<file path="config.mk">
export PLATFORM = sky130hd
export DESIGN_NAME = id_stage_flat
export DESIGN_NICKNAME = d
export VERILOG_FILES = /design/src/rtl/id_stage_if.sv /design/src/rtl/id_stage.sv /design/src/flat_wrapper.sv
export SDC_FILE = /design/constraint.sdc
export NUM_CORES = 1
export LEC_CHECK = 0
export BUFFER_PORTS_ARGS = -buffer_cell sky130_fd_sc_hd__buf_2
export CAP_MARGIN = 5
export CORE_MARGIN = 4
export CORE_UTILIZATION = 55
export DETAILED_ROUTE_END_ITERATION = 12
export GPL_ROUTABILITY_DRIVEN = 0
export GPL_TIMING_DRIVEN = 0
export PLACE_DENSITY = 0.89
export SLEW_MARGIN = 40
export SYNTH_ARGS = -nofsm -noshare
export SYNTH_HDL_FRONTEND = slang
export SYNTH_SLANG_ARGS = --single-unit
</file>
<file path="constraint.sdc">
create_clock -name clk -period 3.3 [get_ports clk]
set_input_delay 0 -clock clk [delete_from_list [all_inputs] [get_ports clk]]
set_output_delay 0 -clock clk [all_outputs]
set_load 0.01 [all_outputs]
</file>
<file path="src/rtl/id_stage_if.sv">
// Fetch-side handshake, write-back port and decoded bundle toward the ID/EX register.
interface id_stage_if #(
  parameter int WIDTH = 16
);
  logic             if_valid;
  logic [WIDTH-1:0] if_ir;
  logic [WIDTH-1:0] if_pc;
  logic             if_ready;
  logic             flush;
  logic             ex_ready;
  logic             ex_valid;
  logic             ex_is_load;
  logic [2:0]       ex_dest;
  logic             wb_en;
  logic [2:0]       wb_dest;
  logic [WIDTH-1:0] wb_data;
  logic             id_valid;
  logic [WIDTH-1:0] PC_out;
  logic [WIDTH-1:0] SR1_out;
  logic [WIDTH-1:0] SR2_out;
  logic [WIDTH-1:0] imm4_out;
  logic [WIDTH-1:0] imm5_out;
  logic [WIDTH-1:0] adj6_out;
  logic [WIDTH-1:0] adj9_out;
  logic [WIDTH-1:0] adj11_out;
  logic [WIDTH-1:0] offset6_out;
  logic [WIDTH-1:0] trapvect8_out;
  logic [2:0]       dest_out;
  logic             dest_we;
  logic [3:0]       opcode_out;
  logic [WIDTH-1:0] stall_count;

  modport master (
    output if_valid, if_ir, if_pc, flush, ex_ready, ex_valid, ex_is_load, ex_dest,
           wb_en, wb_dest, wb_data,
    input  if_ready, id_valid, PC_out, SR1_out, SR2_out, imm4_out, imm5_out, adj6_out,
           adj9_out, adj11_out, offset6_out, trapvect8_out, dest_out, dest_we,
           opcode_out, stall_count
  );

  modport slave (
    input  if_valid, if_ir, if_pc, flush, ex_ready, ex_valid, ex_is_load, ex_dest,
           wb_en, wb_dest, wb_data,
    output if_ready, id_valid, PC_out, SR1_out, SR2_out, imm4_out, imm5_out, adj6_out,
           adj9_out, adj11_out, offset6_out, trapvect8_out, dest_out, dest_we,
           opcode_out, stall_count
  );
endinterface

</file>
<file path="src/rtl/id_stage.sv">
// LC-3b decode stage: IF/ID latch, 8x16 register file with write-back bypass,
// immediate generation, destination decode and load-use hazard stall.
module id_stage #(
  parameter int WIDTH = 16,
  parameter int NREGS = 8
) (
  input logic         clk,
  input logic         rst_n,
  id_stage_if.slave   bus
);

  typedef enum logic [3:0] {
    OP_BR  = 4'h0, OP_ADD = 4'h1, OP_LDB = 4'h2, OP_STB  = 4'h3,
    OP_JSR = 4'h4, OP_AND = 4'h5, OP_LDR = 4'h6, OP_STR  = 4'h7,
    OP_RTI = 4'h8, OP_NOT = 4'h9, OP_LDI = 4'hA, OP_STI  = 4'hB,
    OP_JMP = 4'hC, OP_SHF = 4'hD, OP_LEA = 4'hE, OP_TRAP = 4'hF
  } opcode_e;

  logic [WIDTH-1:0] ir_q, pc_q, stall_count_q;
  logic             valid_q;
  logic [WIDTH-1:0] rf_q [NREGS];

  opcode_e    op;
  logic [2:0] sr1_addr, sr2_addr, dest;
  logic       use1, use2, writes_dest;
  logic       stall, fire, if_ready;

  assign op       = opcode_e'(ir_q[15:12]);
  assign sr1_addr = ir_q[8:6];

  // Source usage, second-source address and destination decode
  always_comb begin
    use1        = 1'b0;
    use2        = 1'b0;
    sr2_addr    = ir_q[2:0];
    dest        = ir_q[11:9];
    writes_dest = 1'b0;
    case (op)
      OP_ADD, OP_AND: begin
        use1        = 1'b1;
        use2        = ~ir_q[5];
        writes_dest = 1'b1;
      end
      OP_NOT, OP_SHF, OP_LDB, OP_LDI, OP_LDR: begin
        use1        = 1'b1;
        writes_dest = 1'b1;
      end
      OP_STB, OP_STI, OP_STR: begin
        use1     = 1'b1;
        use2     = 1'b1;
        sr2_addr = ir_q[11:9];
      end
      OP_JMP: use1 = 1'b1;
      OP_JSR: begin
        use1        = ~ir_q[11];
        dest        = 3'b111;
        writes_dest = 1'b1;
      end
      OP_TRAP: begin
        dest        = 3'b111;
        writes_dest = 1'b1;
      end
      OP_LEA: writes_dest = 1'b1;
      default: ;
    endcase
  end

  assign stall = valid_q & bus.ex_valid & bus.ex_is_load &
                 ((use1 & (bus.ex_dest == sr1_addr)) | (use2 & (bus.ex_dest == sr2_addr)));
  assign fire     = valid_q & ~stall & bus.ex_ready;
  assign if_ready = ~valid_q | fire;

  // IF/ID latch: flush wins over capture, capture wins over drain
  always_ff @(posedge clk or negedge rst_n) begin
    if (!rst_n) begin
      ir_q    <= '0;
      pc_q    <= '0;
      valid_q <= 1'b0;
    end else if (bus.flush) begin
      valid_q <= 1'b0;
    end else if (bus.if_valid && if_ready) begin
      ir_q    <= bus.if_ir;
      pc_q    <= bus.if_pc;
      valid_q <= 1'b1;
    end else if (fire) begin
      valid_q <= 1'b0;
    end
  end

  // Register file write port
  always_ff @(posedge clk or negedge rst_n) begin
    if (!rst_n) begin
      for (int unsigned i = 0; i < NREGS; i++) rf_q[i] <= '0;
    end else if (bus.wb_en) begin
      rf_q[bus.wb_dest] <= bus.wb_data;
    end
  end

  // Saturating load-use stall counter
  always_ff @(posedge clk or negedge rst_n) begin
    if (!rst_n) begin
      stall_count_q <= '0;
    end else if (stall && (stall_count_q != '1)) begin
      stall_count_q <= stall_count_q + 1'b1;
    end
  end

  assign bus.SR1_out = (bus.wb_en && bus.wb_dest == sr1_addr) ? bus.wb_data : rf_q[sr1_addr];
  assign bus.SR2_out = (bus.wb_en && bus.wb_dest == sr2_addr) ? bus.wb_data : rf_q[sr2_addr];

  assign bus.imm4_out      = {{(WIDTH-4){1'b0}}, ir_q[3:0]};
  assign bus.imm5_out      = {{(WIDTH-5){ir_q[4]}}, ir_q[4:0]};
  assign bus.offset6_out   = {{(WIDTH-6){ir_q[5]}}, ir_q[5:0]};
  assign bus.adj6_out      = {{(WIDTH-7){ir_q[5]}}, ir_q[5:0], 1'b0};
  assign bus.adj9_out      = {{(WIDTH-10){ir_q[8]}}, ir_q[8:0], 1'b0};
  assign bus.adj11_out     = {{(WIDTH-12){ir_q[10]}}, ir_q[10:0], 1'b0};
  assign bus.trapvect8_out = {{(WIDTH-9){1'b0}}, ir_q[7:0], 1'b0};

  assign bus.id_valid    = valid_q & ~stall;
  assign bus.if_ready    = if_ready;
  assign bus.PC_out      = pc_q;
  assign bus.opcode_out  = ir_q[15:12];
  assign bus.dest_out    = dest;
  assign bus.dest_we     = writes_dest & valid_q & ~stall;
  assign bus.stall_count = stall_count_q;

endmodule

</file>
<file path="src/flat_wrapper.sv">
// flat-port wrapper written by rule: the top's interface ports become plain ports
module id_stage_flat 
#(
  parameter int WIDTH = 16,
  parameter int NREGS = 8
)
  (clk, rst_n, bus_if_valid, bus_if_ir, bus_if_pc, bus_flush, bus_ex_ready, bus_ex_valid, bus_ex_is_load, bus_ex_dest, bus_wb_en, bus_wb_dest, bus_wb_data, bus_if_ready, bus_id_valid, bus_PC_out, bus_SR1_out, bus_SR2_out, bus_imm4_out, bus_imm5_out, bus_adj6_out, bus_adj9_out, bus_adj11_out, bus_offset6_out, bus_trapvect8_out, bus_dest_out, bus_dest_we, bus_opcode_out, bus_stall_count);
  id_stage_if #(.WIDTH(WIDTH)) bus_i ();
  input logic clk;
  input logic rst_n;
  input wire logic [$bits(bus_i.if_valid)-1:0] bus_if_valid;
  input wire logic [$bits(bus_i.if_ir)-1:0] bus_if_ir;
  input wire logic [$bits(bus_i.if_pc)-1:0] bus_if_pc;
  input wire logic [$bits(bus_i.flush)-1:0] bus_flush;
  input wire logic [$bits(bus_i.ex_ready)-1:0] bus_ex_ready;
  input wire logic [$bits(bus_i.ex_valid)-1:0] bus_ex_valid;
  input wire logic [$bits(bus_i.ex_is_load)-1:0] bus_ex_is_load;
  input wire logic [$bits(bus_i.ex_dest)-1:0] bus_ex_dest;
  input wire logic [$bits(bus_i.wb_en)-1:0] bus_wb_en;
  input wire logic [$bits(bus_i.wb_dest)-1:0] bus_wb_dest;
  input wire logic [$bits(bus_i.wb_data)-1:0] bus_wb_data;
  output wire logic [$bits(bus_i.if_ready)-1:0] bus_if_ready;
  output wire logic [$bits(bus_i.id_valid)-1:0] bus_id_valid;
  output wire logic [$bits(bus_i.PC_out)-1:0] bus_PC_out;
  output wire logic [$bits(bus_i.SR1_out)-1:0] bus_SR1_out;
  output wire logic [$bits(bus_i.SR2_out)-1:0] bus_SR2_out;
  output wire logic [$bits(bus_i.imm4_out)-1:0] bus_imm4_out;
  output wire logic [$bits(bus_i.imm5_out)-1:0] bus_imm5_out;
  output wire logic [$bits(bus_i.adj6_out)-1:0] bus_adj6_out;
  output wire logic [$bits(bus_i.adj9_out)-1:0] bus_adj9_out;
  output wire logic [$bits(bus_i.adj11_out)-1:0] bus_adj11_out;
  output wire logic [$bits(bus_i.offset6_out)-1:0] bus_offset6_out;
  output wire logic [$bits(bus_i.trapvect8_out)-1:0] bus_trapvect8_out;
  output wire logic [$bits(bus_i.dest_out)-1:0] bus_dest_out;
  output wire logic [$bits(bus_i.dest_we)-1:0] bus_dest_we;
  output wire logic [$bits(bus_i.opcode_out)-1:0] bus_opcode_out;
  output wire logic [$bits(bus_i.stall_count)-1:0] bus_stall_count;
  assign bus_i.if_valid = bus_if_valid;
  assign bus_i.if_ir = bus_if_ir;
  assign bus_i.if_pc = bus_if_pc;
  assign bus_i.flush = bus_flush;
  assign bus_i.ex_ready = bus_ex_ready;
  assign bus_i.ex_valid = bus_ex_valid;
  assign bus_i.ex_is_load = bus_ex_is_load;
  assign bus_i.ex_dest = bus_ex_dest;
  assign bus_i.wb_en = bus_wb_en;
  assign bus_i.wb_dest = bus_wb_dest;
  assign bus_i.wb_data = bus_wb_data;
  assign bus_if_ready = bus_i.if_ready;
  assign bus_id_valid = bus_i.id_valid;
  assign bus_PC_out = bus_i.PC_out;
  assign bus_SR1_out = bus_i.SR1_out;
  assign bus_SR2_out = bus_i.SR2_out;
  assign bus_imm4_out = bus_i.imm4_out;
  assign bus_imm5_out = bus_i.imm5_out;
  assign bus_adj6_out = bus_i.adj6_out;
  assign bus_adj9_out = bus_i.adj9_out;
  assign bus_adj11_out = bus_i.adj11_out;
  assign bus_offset6_out = bus_i.offset6_out;
  assign bus_trapvect8_out = bus_i.trapvect8_out;
  assign bus_dest_out = bus_i.dest_out;
  assign bus_dest_we = bus_i.dest_we;
  assign bus_opcode_out = bus_i.opcode_out;
  assign bus_stall_count = bus_i.stall_count;
  id_stage #(.WIDTH(WIDTH), .NREGS(NREGS)) u_core (.clk(clk), .rst_n(rst_n), .bus(bus_i));
endmodule
</file>
==> results.sh <==
export IMPL_final_cell_mix="buf_2, dfrtp_1, mux2_2"
export IMPL_antenna_left=0
export IMPL_fin_skew_ps=7.95
export IMPL_die_w_microns=146
export IMPL_io_pins=248
export IMPL_path_clk_slew_ps=70
export IMPL_clk_latency_ps=430
export IMPL_worstPathMaxFanout=10
export IMPL_grt_use_met1=0.344
export IMPL_fmax_ghz=0.307
export IMPL_multi_input_area_sq_um=5040
export IMPL_synth_ff_type="dfrtp_1"
export IMPL_power_frac_seq=0.354
export IMPL_synthDistinctLibCells=47
export IMPL_antenna_cells=0
export IMPL_p_clk_frac=0.248
export IMPL_intPower_w=0.00561
export IMPL_pre_cts_slack_ps=72.2
export IMPL_drtPass1Iterations=5
export IMPL_ys_seq_area_frac=0.422
export IMPL_status="finished clean"
export IMPL_fp_row_count=50
export IMPL_crit_type="flop to output port"
export IMPL_worst_slack_ps=40.9
export IMPL_routed_wl_microns=31800
export IMPL_gr_total_overflow=0
export IMPL_antenna_found_initial=0
export IMPL_path_delay_family="buffers and inverters"
export IMPL_core_area_sq_um=18700
export IMPL_hold_viol_final=0
export IMPL_syn_area_per_cell_sq_um=12.3
export IMPL_leakage_nw=6.22
export IMPL_placedCellCount=1315
export IMPL_final_util=0.696
export IMPL_grt_pass1_wl_microns=48600
export IMPL_hold_slack_ps=81.9
export IMPL_swShare=0.347
export IMPL_numPortBuffers=204
export IMPL_grt_busiest_layer="met2"
export IMPL_p_per_area_nw_per_um2=660
export IMPL_seq_area_sq_um=4430
export IMPL_fin_crit_sh=0.988
export IMPL_worstSetupEndpointType="output port"
export IMPL_final_common_cell="buf_2"
export IMPL_drc_errors=0
export IMPL_drt_wirelength_per_cell_microns=23.0
export IMPL_cts_tree="done"
export IMPL_cts_max_level=4
export IMPL_met2_usage=0.506
export IMPL_hp_class="input pin to asynchronous set/reset pin"
export IMPL_switching_power_w=0.00298
export IMPL_setup_viol=0
export IMPL_synth_area_sq_um=10500
export IMPL_comb_power_share=0.398
export IMPL_cp_data_required_time_ps=3300
export IMPL_die_h_microns=146
export IMPL_min_period_ps=3260
export IMPL_critical_path_top_cell_by_count="buf_4"
export IMPL_drt_initial_drc_count=613
export IMPL_critPathBufInv=4
export IMPL_relSlewSlack=0.416
export IMPL_ys_warn_count=0
export IMPL_worstSetupStartpointType="flop"
export IMPL_fp_dieArea_sq_um=21400
export IMPL_vias=8217
export IMPL_grt_max_degree=62
export IMPL_final_cells=1384
export IMPL_groute_layer_met3_usage=0.0726
export IMPL_synth_edff_count=0
export IMPL_syn_inst=853
export IMPL_viasPerCell=5.94
export IMPL_irDropWorstVdd_v=0.000609
export IMPL_power_w=0.00859
export IMPL_dp_hpwl_microns=20700
export IMPL_initial_core_util=0.561
export IMPL_cts_buffer_depth=2
export IMPL_synth_area_leaders="dfrtp_1, mux2_2, buf_4, mux4_2, mux2i_1"
export IMPL_cap_violations=0
export IMPL_yosysTopAreaCellShare=0.422
export IMPL_yosysTopAreaCell="dfrtp_1"
export IMPL_cts_sinks=177
export IMPL_slew_viol_final=0
export IMPL_worstMarginPinSlew_ps=876
export IMPL_arrival_ps=3260
export IMPL_num_fill_cells=1303
export IMPL_async_flop_share=1.00
export IMPL_clockRootBuffer="clkbuf_16"
export IMPL_layout_drive_gt1_share=0.535
export IMPL_numCtsBuffers=17
export IMPL_path_cells="and2_1 > buf_4 > nor2_4 > buf_4 > nand3_1 > o21ai_1 > clkbuf_2 > a32o_1 > a221oi_1 > mux2_2 > buf_2"
export IMPL_critPathMaxStageDelay_ps=460
export IMPL_slowest_stage="dfrtp_2"
export IMPL_fin_nets=1200
export IMPL_grt_pass1_vias=8444
export IMPL_syn2layout_area_growth_pct=24.1
export IMPL_track_usage=0.290
export IMPL_ys_ff_latch=177
export IMPL_rsz0062_at_grt="true"
==> layout make-up <==
| class | count | area share |
|---|---|---|
| multi-input cells | 516 | 0.388 |
| well taps | 234 | 0.0225 |
| plain buffers | 176 | 0.0890 |
| clock inverters | 14 | 0.0134 |
| clock buffers | 18 | 0.0337 |
| inverters | 6 | 0.00173 |
| flip-flops and latches | 177 | 0.341 |
| repair buffers | 243 | 0.112 |
==> routing by layer <==
| layer | routed length (microns) | up-vias |
|---|---|---|
| met5 | 0 | - |
| met1 | 11500 | 4115 |
| met2 | 16200 | 479 |
| met4 | 1210 | 0 |
| met3 | 2900 | 88 |
| li1 | - | 3535 |
==> final timing paths <==
kind / from / endpoint / slack, ps / cells past startpoint
min reg2reg: u_core.bus.stall_count[8] / u_core.bus.stall_count[8] / 500 / 1
min in group clk: bus_wb_data[3] / u_core.rf_q[3] / 90 / 2
max reg2reg: u_core.ir_q[5] / u_core.bus.PC_out[3] / 440 / 8
max in group asynchronous: rst_n / u_core.rf_q[116] / 2520 / 3
min: rst_n / u_core.rf_q[40] / 80 / 2
max: u_core.ir_q[15] / bus_SR2_out[8] / 40 / 11
==> cell usage after synthesis, drive strengths merged, types with 10 or more instances <==
library cell,count
mux4,32
xnor2,16
a221oi,16
dfrtp,177
mux2i,66
buf,141
nand3,10
mux2,182
nand2,49
a21oi,19
nor2,24
a32o,16
clkbuf,35
==> logic make-up (layout without fill, tap and decap cells) <==
kind of cell	after synthesis	after routing	synth area share
mux	280	280	0.338
buf+inv	182	457	0.111
flops	177	177	0.422
simple gates	123	123	0.0586
compound gates	67	67	0.0503
xor+xnor	22	22	0.0184
fa+ha+maj	1	1	0.00119
other cells	1	23	0.000357
==> what timing repair did <==
item	4_1_cts	5_1_grt
endpoints found under the setup margin	10	19
setup buffers	1	1
endpoints found under the hold margin	210	0
gates resized for setup	7	9
gates cloned	0	0
hold buffers	35	0
pin swaps	1	1
==> state kept, by name, summed over array words and instances, names as in the netlist <==
name	cells
u_core.valid_q	1
u_core.bus.PC_out	16
u_core.bus.stall_count	16
u_core.rf_q	128
u_core.ir_q	16
==> power groups by stage <==
| stage | clock (W) | sequential [W] | combinational (W) |
|---|---|---|---|
| 6_report | 0.00213 | 0.00304 | 0.00342 |
| 5_1_grt | 0.00224 | 0.00308 | 0.00365 |
| 4_1_cts | 0.00214 | 0.00301 | 0.00338 |
| 3_5_place_dp | 0 | 0.00304 | 0.00329 |
| 3_3_place_gp | 0 | 0.00299 | 0.00320 |
| 2_1_floorplan | 0 | 0.00292 | 0.00225 |
==> per-stage QoR <==
step / TNS (ps) / instance area, sq um
after floorplan: 0 / 10600
after global placement: -88200 / 11900
after detailed placement: 0 / 12000
after CTS: 0 / 13000
after global routing: -32.2 / 13000
final: 0 / 13000
Power figures use the tool's default switching activity.
